File: src/rtl/demux1x32_collector.sv
// demux1x32_collector: serial-to-parallel collector.
// One accepted bit per cycle fills slot s of a shadow register (LSB first);
// after WIDTH bits the assembled word is published on D with a 1-cycle done.
// Optional feature macro: DEMUX_PARITY_EN adds an even-parity output that
// tracks D. Without the macro the parity port and its logic are absent.
module demux1x32_collector #(
   parameter int WIDTH = 32,
   parameter int SEL_W = $clog2(WIDTH)
) (
   input  logic             clk,
   input  logic             rst,
   input  logic             en,
   input  logic             clr,
   input  logic             din,
   input  logic             din_valid,
   output logic [SEL_W-1:0] s,
   output logic [WIDTH-1:0] D,
   output logic             done
`ifdef DEMUX_PARITY_EN
   ,
   output logic             parity
`endif
);

   localparam logic [SEL_W-1:0] LAST_SLOT = SEL_W'(WIDTH - 1);

   // Only slots 0..WIDTH-2 need storage: the final bit goes straight from
   // din into D on the completion edge.
   logic [WIDTH-2:0] shadow;
   logic             accept;
   logic             last_bit;
   logic [WIDTH-1:0] word_next;

   // A bit is taken only when enabled, valid and not being flushed.
   always_comb begin
      accept    = en && din_valid && !clr;
      last_bit  = accept && (s == LAST_SLOT);
      word_next = {din, shadow};
   end

   genvar gi;
   generate
      for (gi = 0; gi < WIDTH - 1; gi++) begin : g_slot
         // Capture the accepted bit into the slot the select currently points at.
         always_ff @(posedge clk or posedge rst) begin
            if (rst) begin
               shadow[gi] <= 1'b0;
            end else if (accept && (s == SEL_W'(gi))) begin
               shadow[gi] <= din;
            end
         end
      end
   endgenerate

   // Select counter, word publication and the one-cycle completion pulse.
   always_ff @(posedge clk or posedge rst) begin
      if (rst) begin
         s    <= '0;
         D    <= '0;
         done <= 1'b0;
      end else begin
         done <= 1'b0;
         if (en) begin
            if (clr) begin
               s <= '0;
            end else if (din_valid) begin
               s <= s + SEL_W'(1);
               if (last_bit) begin
                  D    <= word_next;
                  done <= 1'b1;
               end
            end
         end
      end
   end

`ifdef DEMUX_PARITY_EN
   // Parity is refreshed together with D so the pair always describes the same word.
   always_ff @(posedge clk or posedge rst) begin
      if (rst) begin
         parity <= 1'b0;
      end else if (last_bit) begin
         parity <= ^word_next;
      end
   end
`endif

endmodule
File: config.mk
export PLATFORM = sky130hd
export DESIGN_NAME = demux1x32_collector
export DESIGN_NICKNAME = d
export VERILOG_FILES = /design/src/rtl/demux1x32_collector.sv
export SDC_FILE = /design/constraint.sdc
export NUM_CORES = 1
export LEC_CHECK = 0
export ABC_CLOCK_PERIOD_IN_PS = 3100
export CAP_MARGIN = 20
export CORE_ASPECT_RATIO = 0.9
export CORE_MARGIN = 1.5
export CORE_UTILIZATION = 54
export DETAILED_ROUTE_END_ITERATION = 7
export HOLD_SLACK_MARGIN = 0.1
export PLACE_DENSITY = 0.89
export SYNTH_ARGS = -nofsm -noshare
export SYNTH_HDL_FRONTEND = slang
export SYNTH_SLANG_ARGS = --single-unit
File: constraint.sdc
create_clock -name clk -period 3.1 [get_ports clk]
set_input_delay 0.62 -clock clk [delete_from_list [all_inputs] [get_ports clk]]
set_output_delay 0.62 -clock clk [all_outputs]
set_load 0.05 [all_outputs]
==> impl_metrics.toml, run 1 <==
[clocking]
cts_setup_buffers = 0
htree_levels = 3
clk_pin_slew_ps = 70
cts_sinks = 69
tritoncts = "done"
cts_made_buffers = 9
cts_resized = 0
clk-insertion-delay-late_ps = 350
cts_hold_buf = 0
cts_root_buf = "clkbuf_8"
clock_path_buffers = 2

[cells_and_area]
syn_to_final_growth_pct = 20.5
n_antenna_cell = 0
fill_cells = 422
finalInstanceArea_mm2 = 0.00382
seqCellArea_mm2 = 0.00173
drive_above_1_share_pct = 31.8
multi_input_area_mm2 = 0.00128
fin_nets = 284

[die]
start_util_pct = 55.9
io_pins = 44
placementRows = 26
fp.dieArea_mm2 = 0.00633
die_w_um = 83.7
die_h_um = 75.7
core_mm2 = 0.00566

[critical_path]
worst-path-buf-inv = 1
r2r_slack_ps = 1010
cpLargestDelayFamily = "buffers and inverters"
worstPathMaxFanout = 14
worstReg2RegStart = "s[0]"
end_kind = "output pin"
required_ps = 2480
crit_type = "flop to output pin"
r2r-end = "D[12]"
crit_slowest_cell = "clkdlybuf4s50_1"
ff2ff_path_depth = 5
cpPeakStageDelay_ps = 910
cp_data_arrival_time_ps = 1900
cp-start-kind = "flop"
path_cells = "clkdlybuf4s50_1"

[sta]
tightest_slew_ps = 1050
hold_viol_final = 0
max_freq_mhz = 397
timing.final.crit_period_ps = 2520
max-slew-margin-rel_pct = 29.5
grt_setup_unrepaired = "no"
min_period_over_period_pct = 81.2
worst_slack_ps = 582
slew_violations = 0
fin_tns_setup_ps = 0
skew_ps = 7.64
whs_ps = 495
setup_viol = 0

[yosys]
synth.net_count = 243
ys.flop_type = "dfrtp_1"
yosys_warnings = 0
async_reset_ff_share_pct = 100
syn_area_mm2 = 0.00317
ys_ff_latch = 69
avgSynthCellArea_um2 = 13.7
yosysSeqAreaShare_pct = 54.5
synthDistinctLibCells = 36
syn_inst = 231
synth_edf_count = 0

[global_routing]
grt_pass1_vias = 1952
grt_pass1_wl_um = 9830
antenna_found_initial = 0
grtUsageTotal_pct = 20.7
grt_max_degree = 41
grt_remaining_overflow = 0

[worst_hold_path]
hold_depth = 1
hold_class = "flop to flop"
min_to = "shadow[20]"
min_from = "shadow[20]"

[power_and_ir_drop]
power_mw = 1.87
p_leak_nw = 1.82
ir_worst_vdd_v = 0.000351
p_per_area_mw_per_mm2 = 490

[drt]
via_count = 1969
vias_per_cell = 5.67
wl_per_cell_um = 16.8
drt.antenna.violating_nets = 0
drc = 0
wirelength_um = 5820
firstDrtPassIters = 5
drt-initial-drc-count = 154

[place]
port_buffers = 43
dp_hpwl_um = 3940
pre_cts_slack_ps = 511
place_congestion = 0.864
placed_area_mm2 = 0.00359

[outcome]
run_status = "complete, no violations"

[job]
maxCapViolations = 0
registers in the layout, indices dropped and copies added (netlist names):
name    cells
shadow     31
done        1
s           5
D          32
cell usage after synthesis, types with 3 or more instances:
cell | n | area (um^2)
dfrtp_1 | 69 | 1730
mux2_2 | 52 | 586
nand2_1 | 18 | 67.6
mux2_1 | 9 | 101
buf_6 | 7 | 78.8
ha_1 | 6 | 75.1
inv_1 | 6 | 22.5
nor2_1 | 6 | 22.5
nor3_1 | 6 | 30.0
buf_4 | 5 | 37.5
and4bb_2 | 4 | 50.1
clkbuf_1 | 4 | 15.0
nor4_1 | 4 | 25.0
and3_1 | 3 | 18.8
o21ai_0 | 3 | 15.0
metrics by stage:
step                      std cells  utilization [%]
after detailed placement        331             63.4
after floorplan                 231                -
after CTS                       347             67.4
after global placement          331             63.4
final                           347             67.4
after global routing            347             67.4
placed cells by master, fill, tap and decap left out, types with 3 or more instances in the layout:
master and count:
inv_1 5, dfrtp_1 69, nand2_1 18, nor2_1 6
nor4_1 4, clkbuf_8 11, mux2_2 52, nor3_1 6
o21ai_0 3, clkdlybuf4s50_1 43, ha_1 6, and3_1 3
mux2_1 9, buf_4 3, and4bb_2 4
where the power goes:
group          internal (mW)  switching (mW)  total (mW)  leakage, nW
sequential             0.921          0.0149       0.936        0.958
clock                  0.494           0.324       0.818        0.116
combinational         0.0451          0.0711       0.116        0.745
cells by family (layout without fill, tap and decap cells):
family / Yosys count / after routing / synth area share [%]
DFF: 69 / 69 / 54.5
adders and majority gates: 6 / 6 / 2.37
buffers and inverters: 23 / 69 / 5.02
AOI/OAI and AO/OA: 9 / 9 / 1.90
muxes: 63 / 63 / 22.6
and+or+nand+nor: 61 / 61 / 13.6
layout make-up:
type	instances	share of cell area (%)
clock buffers	12	4.07
clock inverters	4	1.84
inverters	6	0.590
multi-input cells	139	33.6
flip-flops and latches	69	45.2
well taps	70	2.30
repair buffers	47	12.4
per-layer routing:
| metal | track usage, % | vias up | wire [um] | part of all wire [%] |
|---|---|---|---|---|
| met3 | 6.61 | 13 | 346 | 5.9 |
| met2 | 32.5 | 70 | 2670 | 46 |
| li1 | - | 904 | - | - |
| met5 | 0 | - | 0 | 0 |
| met4 | 8.74 | 0 | 128 | 2.2 |
| met1 | 27.1 | 982 | 2680 | 46 |
worst max path at each step:
stage / startpoint / slack, ps / end / cells after the start
after floorplan: rst / 740 / D[0] / 1
after global placement: clr / 560 / D[21] / 4
after detailed placement: clr / 510 / D[3] / 4
after CTS: s[4] / 580 / s[4] / 1
after global routing: s[4] / 520 / s[4] / 1
final: s[4] / 580 / s[4] / 1
No activity file was read; power rests on OpenSTA's default activity.
==> inputs of run 2 (changes only) <==
Settings changed: ABC_CLOCK_PERIOD_IN_PS 3100 to 2200, CORE_UTILIZATION 54 to 49, PLACE_DENSITY 0.89 to 0.86.
Clock period 3.1 ns to 2.2 ns, I/O delays scaled along.
==> impl_metrics.toml, run 2 (synthesized netlist as in run 1, its figures left out) <==
[drt]
vias_per_cell = 5.24
via_count = 1935
drc = 0
wirelength_um = 5780
wl_met1_um = 2710
highest_layer = "met4"
drt.antenna.violating_nets = 0
route.met2.wl_um = 2680
firstDrtPassIters = 4
wl_met3_um = 315
drt-initial-drc-count = 201
wl_per_cell_um = 15.7

[global_routing]
grt_pass1_vias = 1901
grt_remaining_overflow = 0
grt_max_degree = 70
antenna_found_initial = 0
grt_pass1_wl_um = 9440
grtUsageTotal_pct = 18.4

[die]
die_h_um = 79.3
core_mm2 = 0.00618
io_pins = 44
die_w_um = 87.7
start_util_pct = 51.2
fp.dieArea_mm2 = 0.00695
placementRows = 27

[sta]
slew_violations = 0
worst_slack_ps = 147
max_freq_mhz = 487
setup_viol = 0
hold_viol_final = 0
skew_ps = 7.56
min_period_over_period_pct = 93.3
max-slew-margin-rel_pct = 65.1
timing.final.crit_period_ps = 2050
grt_setup_unrepaired = "no"
tightest_slew_ps = 522

[clocking]
clk_pin_slew_ps = 70
clock_path_buffers = 2
clk-insertion-delay-late_ps = 340
cts_root_buf = "clkbuf_8"
cts_setup_buffers = 0
tritoncts = "done"
cts_resized = 0
cts_sinks = 69
htree_levels = 3
cts_made_buffers = 9
cts_hold_buf = 0

[critical_path]
path_cells = "clkdlybuf4s50_1"
worstPathMaxFanout = 6
cp-start-kind = "flop"
crit_slowest_cell = "clkdlybuf4s50_1"
required_ps = 1760
cpPeakStageDelay_ps = 830
cpLargestDelayFamily = "buffers and inverters"
end_kind = "output pin"
worst-path-buf-inv = 1
cp_data_arrival_time_ps = 1610
crit_type = "flop to output pin"

[cells_and_area]
largest_reg_flops = 32
reg_top3 = "D: 32 flops, shadow: 31 flops, s: 5 flops"
drive_above_1_share_pct = 34.0
syn_to_final_growth_pct = 21.9
final_cell_mix = "69 x dfrtp_1, 52 x mux2_2, 40 x clkdlybuf4s50_1"
max_flop_register = "D"
final_common_cell = "dfrtp_1"
fill_cells = 512
fin_nets = 291
n_antenna_cell = 0

[power_and_ir_drop]
power_mw = 2.38
p_leak_nw = 1.85
ir_worst_vdd_v = 0.000609
p_per_area_mw_per_mm2 = 616

[place]
dp_hpwl_um = 3960
port_buffers = 43
place_congestion = 0.887
pre_cts_slack_ps = -17.8

[outcome]
run_status = "complete, no violations"

[job]
maxCapViolations = 0

[worst_hold_path]
hold_class = "flop to flop"
==> run 2: changes by cell type in the layout (fill, tap and decap cells not counted) <==
cell and change:
buf_4 +7, buf_12 +3, clkdlybuf4s50_1 -3, bufinv_16 -2
==> run 2: area by class of cell <==
class	count	area [um^2]	area share [%]
multi-input combinational	139	1280	33.2
tap	87	109	2.82
sequential	69	1730	44.7
clock buffer	12	155	4.02
inverter	6	22.5	0.583
clock inverter	2	10.0	0.259
timing repair buffer	54	556	14.4
==> run 2: power by group <==
group          switching [mW]  internal [mW]  total [mW]  leakage (nW)
Clock                   0.434          0.454       0.889        0.0881
Combinational           0.102         0.0704       0.172         0.802
Sequential             0.0203           1.30        1.32         0.958
==> run 2: layer usage <==
| metal | track usage [%] | up-vias |
|---|---|---|
| li1 | - | 911 |
| met1 | 24.9 | 963 |
| met2 | 27.6 | 52 |
| met3 | 5.93 | 9 |
| met4 | 6.67 | 0 |
| met5 | 0 | - |
==> run 2: metrics by stage <==
| stage | utilization [%] | hold WS, ps | setup TNS, ps | instances | area [um^2] |
|---|---|---|---|---|---|
| 2_1_floorplan | - | 452 | 0 | 231 | 3170 |
| 3_3_place_gp | 59.8 | 466 | 0 | 355 | 3690 |
| 3_5_place_dp | 59.8 | 476 | -17.8 | 355 | 3690 |
| 4_1_cts | 62.4 | 495 | 0 | 369 | 3860 |
| 5_1_grt | 62.4 | 506 | 0 | 369 | 3860 |
| 6_report | 62.4 | 488 | 0 | 369 | 3860 |
==> run 2: worst paths after layout <==
path | end | slack (ps) | startpoint | cells after the start
worst max-delay path | s[0] | 150 | s[0] | 1
worst min-delay path | D[10] | 490 | D[10] | 1
worst max register to register | D[4] | 300 | s[0] | 6
worst min register to register | D[10] | 490 | D[10] | 1
max in group asynchronous | D[11] | 1420 | rst | 3
min in group asynchronous | s[3] | 500 | rst | 3
